==> config.mk <==
export PLATFORM = sky130hd
export DESIGN_NAME = vcve2_vmem_fsm
export DESIGN_NICKNAME = d
export VERILOG_FILES = /design/src/rtl/vcve2_vmem_fsm.sv
export SDC_FILE = /design/constraint.sdc
export NUM_CORES = 1
export LEC_CHECK = 0
export CORE_AREA = 2 2 97 99
export DETAILED_ROUTE_END_ITERATION = 10
export DIE_AREA = 0 0 99 101
export DONT_BUFFER_PORTS = 1
export GPL_TIMING_DRIVEN = 0
export PLACE_DENSITY = 0.56
export SETUP_SLACK_MARGIN = 0.3
export SYNTH_ARGS = -nofsm -noshare
export SYNTH_HDL_FRONTEND = slang
export SYNTH_SLANG_ARGS = --single-unit
==> constraint.sdc <==
create_clock -name clk_i -period 4 [get_ports clk_i]
set_input_delay 0.6 -clock clk_i [delete_from_list [all_inputs] [get_ports clk_i]]
set_output_delay 0.6 -clock clk_i [all_outputs]
set_load 0.05 [all_outputs]
==> src/rtl/vcve2_vmem_fsm.sv <==
// Vector memory load/store sequencer driving one OBI-style data port.
// Define VCVE2_VMEM_STRIDE_EN to honour stride_i; otherwise accesses are unit-stride (4 bytes).
module vcve2_vmem_fsm #(
   parameter int unsigned NumWords       = 4,
   parameter int unsigned MaxOutstanding = 2
) (
   input  logic                            clk_i,
   input  logic                            rst_ni,
   input  logic                            start_i,
   input  logic                            is_store_i,
   input  logic [31:0]                     base_addr_i,
   input  logic [31:0]                     stride_i,
   input  logic [$clog2(NumWords+1)-1:0]   len_i,
   output logic [$clog2(NumWords)-1:0]     vrf_ridx_o,
   input  logic [31:0]                     vrf_rdata_i,
   output logic                            vrf_we_o,
   output logic [$clog2(NumWords)-1:0]     vrf_widx_o,
   output logic [31:0]                     vrf_wdata_o,
   output logic                            data_req_o,
   input  logic                            data_gnt_i,
   input  logic                            data_rvalid_i,
   output logic                            data_we_o,
   output logic [3:0]                      data_be_o,
   output logic [31:0]                     data_addr_o,
   output logic [31:0]                     data_wdata_o,
   input  logic [31:0]                     data_rdata_i,
   input  logic                            data_err_i,
   output logic                            busy_o,
   output logic                            done_o,
   output logic                            err_o
);

   localparam int unsigned LenW = $clog2(NumWords + 1);
   localparam int unsigned IdxW = $clog2(NumWords);
   localparam int unsigned OutW = $clog2(MaxOutstanding + 1);

   typedef enum logic [1:0] {IDLE, ISSUE, DRAIN, DONE} state_e;

   state_e            state_q, state_d;
   logic              store_q;
   logic [LenW-1:0]   len_q, issued_q, resp_q, issued_d;
   logic [OutW-1:0]   outst_q, outst_d;
   logic [31:0]       addr_q, stride_q;
   logic              err_q;
   logic              gnt_ok, rsp_ok, rsp_err;

`ifdef VCVE2_VMEM_STRIDE_EN
   always_ff @(posedge clk_i or negedge rst_ni) begin
      if (!rst_ni) begin
         stride_q <= '0;
      end else if (state_q == IDLE && start_i) begin
         stride_q <= stride_i;
      end
   end
`else
   logic unused_stride;
   assign stride_q      = 32'd4;
   assign unused_stride = ^stride_i;
`endif

   always_comb begin
      state_d    = state_q;
      data_req_o = 1'b0;
      busy_o     = (state_q != IDLE);
      done_o     = (state_q == DONE);
      rsp_ok     = ((state_q == ISSUE) || (state_q == DRAIN)) && data_rvalid_i;
      rsp_err    = rsp_ok && data_err_i;
      vrf_we_o   = rsp_ok && !store_q && !data_err_i;

      if (state_q == ISSUE) begin
         data_req_o = (issued_q < len_q) && (outst_q < OutW'(MaxOutstanding)) && !err_q;
      end
      gnt_ok   = data_req_o && data_gnt_i;
      issued_d = issued_q + LenW'(gnt_ok);

      // A grant and a response in the same cycle leave the in-flight count unchanged.
      outst_d = outst_q;
      if (gnt_ok && !rsp_ok) begin
         outst_d = outst_q + OutW'(1);
      end else if (!gnt_ok && rsp_ok) begin
         outst_d = outst_q - OutW'(1);
      end

      unique case (state_q)
         IDLE:    if (start_i) state_d = (len_i == '0) ? DONE : ISSUE;
         ISSUE:   if ((issued_d == len_q) || err_q || rsp_err) state_d = DRAIN;
         DRAIN:   if (outst_d == '0) state_d = DONE;
         DONE:    state_d = IDLE;
         default: state_d = IDLE;
      endcase
   end

   always_ff @(posedge clk_i or negedge rst_ni) begin
      if (!rst_ni) begin
         state_q  <= IDLE;
         store_q  <= 1'b0;
         len_q    <= '0;
         issued_q <= '0;
         resp_q   <= '0;
         outst_q  <= '0;
         addr_q   <= '0;
         err_q    <= 1'b0;
      end else begin
         state_q <= state_d;
         if (state_q == IDLE) begin
            if (start_i) begin
               store_q  <= is_store_i;
               len_q    <= len_i;
               addr_q   <= base_addr_i;
               issued_q <= '0;
               resp_q   <= '0;
               outst_q  <= '0;
               err_q    <= 1'b0;
            end
         end else begin
            issued_q <= issued_d;
            outst_q  <= outst_d;
            if (gnt_ok) addr_q <= addr_q + stride_q;
            if (rsp_ok) resp_q <= resp_q + LenW'(1);
            if (rsp_err) err_q <= 1'b1;
         end
      end
   end

   assign vrf_ridx_o   = issued_q[IdxW-1:0];
   assign vrf_widx_o   = resp_q[IdxW-1:0];
   assign vrf_wdata_o  = data_rdata_i;
   assign data_we_o    = store_q;
   assign data_be_o    = 4'hF;
   assign data_addr_o  = addr_q;
   assign data_wdata_o = vrf_rdata_i;
   assign err_o        = err_q;

endmodule

; After elaboration in Yosys (flattened, before gate mapping)
; Index checks and enable logic that the tools add are counted.
; Widths: inputs -> output; s select.
[totals]
output_inout_bits = 110
inputBits = 138
register_bits = 47
[classes]
n_eq_ne = 7
reduce_logical = 29
n_addsub = 5
magnitude_cmp = 2
mux = 20
[op_table]
columns = operator, n
row1 = $mux 32, 3
row2 = $add 32x3->32 const B, 1
row3 = $mux 2, 8
row4 = $mux 3, 4
row5 = $logic_and 1x1->1, 9
row6 = $pmux 2 s4, 1
row7 = $reduce_and 2->1, 4
row8 = $reduce_bool 2->1, 4
row9 = $logic_not 1->1, 5
row10 = $eq 2x2->1 const B, 2
row11 = $logic_not 2->1, 2
row12 = $mux 1, 4
row13 = $ne 2x1->1 const B, 2
row14 = $add 3x1->3, 1
row15 = $add 3x1->3 const B, 1
row16 = $eq 3x3->1, 1
row17 = $logic_not 3->1, 1
row18 = $logic_or 1x1->1, 3
row19 = $lt 3x3->1, 1
row20 = $reduce_and 3->1, 1
row21 = $add 2x1->2 const B, 1
row22 = $eq 2x1->1 const B, 1
row23 = $lt 2x2->1 const B, 1
row24 = $ne 2x2->1 const B, 1
row25 = $sub 2x1->2 const B, 1

; Longest topological paths before layout
[depth]
word_depth = 12
ltp_mapped = 12
mapped_depth_nobuf = 12

; Worst setup path after synthesis
; No wires, ideal clock.
[synth_path]
path_kind = reg2out
start = reg issued_q[1]
end = out data_req_o
stages_incl_launch_ff = 5
arrival_ns = 2.551
slack_ns = 0.849
path_buffers = 0
path_cell_list = dfrtp_1 -> ha_1 -> o21ai_1 -> nor2_4 -> nor4_1
[synth_between]
elab_chain_cells = 4
[synth_rtl]
columns = item, line_no
row1 = start: declaration, 41  ; logic [LenW-1:0] len_q, issued_q, resp_q, issued_d;
row2 = start signal: assignment, 116  ; issued_q <= issued_d;
row3 = $lt 3x3->1, 71  ; data_req_o = (issued_q < len_q) && (outst_q < OutW'(MaxOutstanding)) && !err_q;
row4 = $logic_and 1x1->1 (2 in series), 71
row5 = $mux 1, 70  ; if (state_q == ISSUE) begin
row6 = end: declaration, 19  ; output logic data_req_o,
; No other way between the ends.

; Worst setup path after layout
[layout_path]
start = reg len_q[1]
end = reg state_q[1]
[layout_between]
elab_chain_cells = 12
[layout_rtl]
columns = item, line_no
row1 = start: declaration, 41
row2 = start signal: assignment, 108  ; len_q <= len_i;
row3 = "parallel branches: the longest is 11 deep, another holds $lt 3x3->1", n/a
row4 = $reduce_and 3->1 (no source line) *, n/a
row5 = end signal: assignment, 104  ; state_q <= state_d;
row6 = end: declaration, 39  ; state_e state_q, state_d;
; Mark *: on every way between the ends.
; A chain may end at the register's enable or synchronous reset.

==> summary.md <==
| Metric | Value |
|---|---|
| Worst reg-to-reg setup slack | roughly 0.79 ns |
| Outcome | completed |
| DRT iter0 DRCs | 168 |
| Clock-pin slew on the worst setup and hold paths | about 0.090 ns |
| Total clock sinks | 46 |
| Critical Path Source | len_q[1] |
| CP Capture Type | flip-flop |
| Nets | 561 |
| Via count of the routed design | between 3000 and 4000 |
| Most frequent cells after synthesis | buf_4 (71), dfrtp_1 (46), nand2_1 (44) |
| Routed len/inst | 19.13 um |
| FP Rows | 35 |
| Max_cap viols | 0 |
| CP Class | flip-flop to flip-flop |
| Post-route setup slack | 0.7930 ns |
| DIE WIDTH | 99 um |
| Pin count of the biggest net entering global routing | 47 |
| CTS Buf Count | 5 |
| Grt total ovfl | 0 |
| IO Count | approximately 250 |
| RR Startpoint | len_q[1] |
| Arrival time worst endpoint | between 3 and 4 ns |
| DRT antenna net count | 0 |
| Initial antenna violation count | 0 |
| Fmax | between 300 and 400 MHz |
| Yosys top cell by area | dfrtp_1 |
| Core box area | 8977 um2 |
| Worst reg2reg path endpoint | state_q[1] |
| CP startpoint kind | flip-flop |
| Peak supply drop | between 0.4 and 0.5 mV |
| TritonRoute pass-1 iters | 4 |
| Worst hold path type | input pin to async pin |
| Initial Utilization | 38.82% |
| Primary FF master, synth | dfrtp_1 |
| Count leader, synth | buf_4 |
| Power, Total | 3.292 mW |
| LEAKAGE | 1.587 nW |
| CTS tree | done |
| Largest cells by area after synthesis | dfrtp_1 (33%), buf_4 (15%), nand2_1 (4.7%) |
| Slew at the pin closest to its max-slew limit | 1.294 ns |
| GPL Wtd Cong | 0.8272 |
| CTS resizes | 0 |
| Inserted Diodes | 0 |
| Worst-case reg-to-reg path depth | 12 |
| Clock Skews | 0.007198 ns |
| Synth Area per Inst | 8.668 um2 |
| Sequential fraction of the synthesis area | about a third |
| Worst slack, placed | 0.8134 ns |
| Mapped Cells | 402 |
| Worst-path fanout max | 8 |
| YS warnings | 0 |
| Layout cells sized above 1 | about 22% |
| Setup TNS | 0 ns |
| Die area | 9999 um2 |
| Tmin final | 3.207 ns |
| Worst Setup EP | state_q[1] |
| Post-Syn Area | 3485 um2 |
| Area share of the largest cell type after synthesis | about a third |
| Slew margin rel. | 13.02% |
| Drt drc | 0 |
| Vias in the first global route | 2779 |
| Slew Viols, Final | 0 |
| Area delta synth->final | 8.115% |
| Clk Latency, worst-skew pair | about 0.31 ns |
| Dpl hpwl | 7.710 mm |
| Netlist cell types | between 50 and 60 |
| Via/cell ratio | slightly below 6 |
| Chip height | 101 um |
| WL final | 10.07 mm |
| H-tree levels | 2 |
| RSZ-0062 raised after global routing | false |
| PortBufs | 0 |
| EDFF count, synth | 0 |
| Root buf cell | clkbuf_8 |
| Final worst-path cycle share | 80.18% |
| First-pass GRT wire length | approximately 15 mm |
| Share of flip-flops with an asynchronous set or reset | 100.0% |
| Setup Viol. Count Final | 0 |
| Power per cell area | 873.8 nW/um2 |
| Final Hold Viols | 0 |
| Critical path required time | 4.23 ns |
| Final Util | a little over two fifths |
| #FFs+latches synth | 46 |
| Total GRT Usage | 19.48% |
| CTS max path bufs | 2 |
## per-layer routing
metal	up-vias	global-route usage, %	routed length [um]
li1	1425	-	-
met1	1474	25.41	4180
met2	169	31.76	4757
met3	12	5.895	972
met4	0	4.847	155
met5	-	0	0
## worst max-delay path: stages (launching register included)
cell	delay, ns
dfrtp_1	0.40
inv_1	0.08
ha_1	0.21
o21ai_1	0.18
o211ai_1	0.61
inv_1	0.11
ha_1	0.22
ha_1	0.19
xnor2_1	0.23
xnor2_1	0.16
a311oi_1	0.14
a311oi_1	0.38
mux2i_1	0.23
## cells by family after synthesis
family	after synthesis	synth area share, %
other cells	1	0.1076
xor+xnor	12	3.016
buf+inv	96	18.53
simple gates	139	21.83
compound gates	93	18.53
mux	6	1.724
flops	46	33.03
fa+ha+maj	9	3.232
## cell usage in the layout, fill, tap and decap left out, types with 5 or more instances in the layout
| master | synthesis | final |
|---|---|---|
| and4_1 | 5 | 5 |
| a31oi_1 | 8 | 8 |
| mux2i_1 | 6 | 6 |
| nand2_1 | 44 | 44 |
| buf_4 | 71 | 72 |
| a21oi_1 | 15 | 15 |
| xnor2_1 | 8 | 8 |
| nor2_1 | 21 | 21 |
| nand3_1 | 8 | 8 |
| a211oi_1 | 13 | 13 |
| nor2b_1 | 6 | 6 |
| o21ai_0 | 14 | 14 |
| o22ai_1 | 7 | 7 |
| ha_1 | 9 | 9 |
| nor4_1 | 10 | 9 |
| clkbuf_1 | 11 | 12 |
| or4_1 | 6 | 6 |
| clkbuf_8 | 0 | 6 |
| nand4_1 | 5 | 5 |
| nor3_1 | 8 | 8 |
| inv_1 | 10 | 10 |
| or3_1 | 5 | 5 |
| dfrtp_1 | 46 | 46 |
## area by class of cell
class	instances	area, um2
plain buffers	86	608.1
multi-input cells	263	1705
repair buffers	2	35.03
flip-flops and latches	46	1151
fillers	877	5210
clock inverters	1	5.005
clock buffers	7	86.33
well taps	111	138.9
inverters	10	37.54
## sequential cells by signal (all words and copies together), names as in the netlist
register     flops
state_q          2
resp_q           2
outst_q          2
issued_q         3
data_addr_o     32
len_q            3
data_we_o        1
err_o            1
## stage by stage
step / hold WS, ns / cells / instance area, um2
after floorplan: 0.3044 / 405 / 3496
after global placement: 0.3054 / 516 / 3635
after detailed placement: 0.3050 / 517 / 3649
after CTS: 0.1432 / 526 / 3767
after global routing: 0.1294 / 526 / 3767
final: 0.1300 / 526 / 3767
## power by group
| group | leakage [nW] | internal (mW) | switching, mW |
|---|---|---|---|
| Sequential | 0.550 | 0.662 | 0.912 |
| Clock | 0.0482 | 0.140 | 0.170 |
| Combinational | 0.989 | 0.514 | 0.893 |
| Total | 1.59 | 1.32 | 1.98 |
## repair_timing
item / CTS / global route
hold buffers: 1 / 0
endpoints found under the hold margin: 46 / 0
setup buffers: 0 / 0
## worst min-delay path by stage
| stage | from | to | cells after the start |
|---|---|---|---|
| floorplan | rst_ni | data_addr_o[0] | 0 |
| global placement | rst_ni | len_q[0] | 0 |
| detailed placement | rst_ni | len_q[0] | 0 |
| CTS | rst_ni | len_q[2] | 1 |
| global route | rst_ni | issued_q[2] | 1 |
| finish | rst_ni | len_q[2] | 1 |
(Power assumes the default switching activity.)
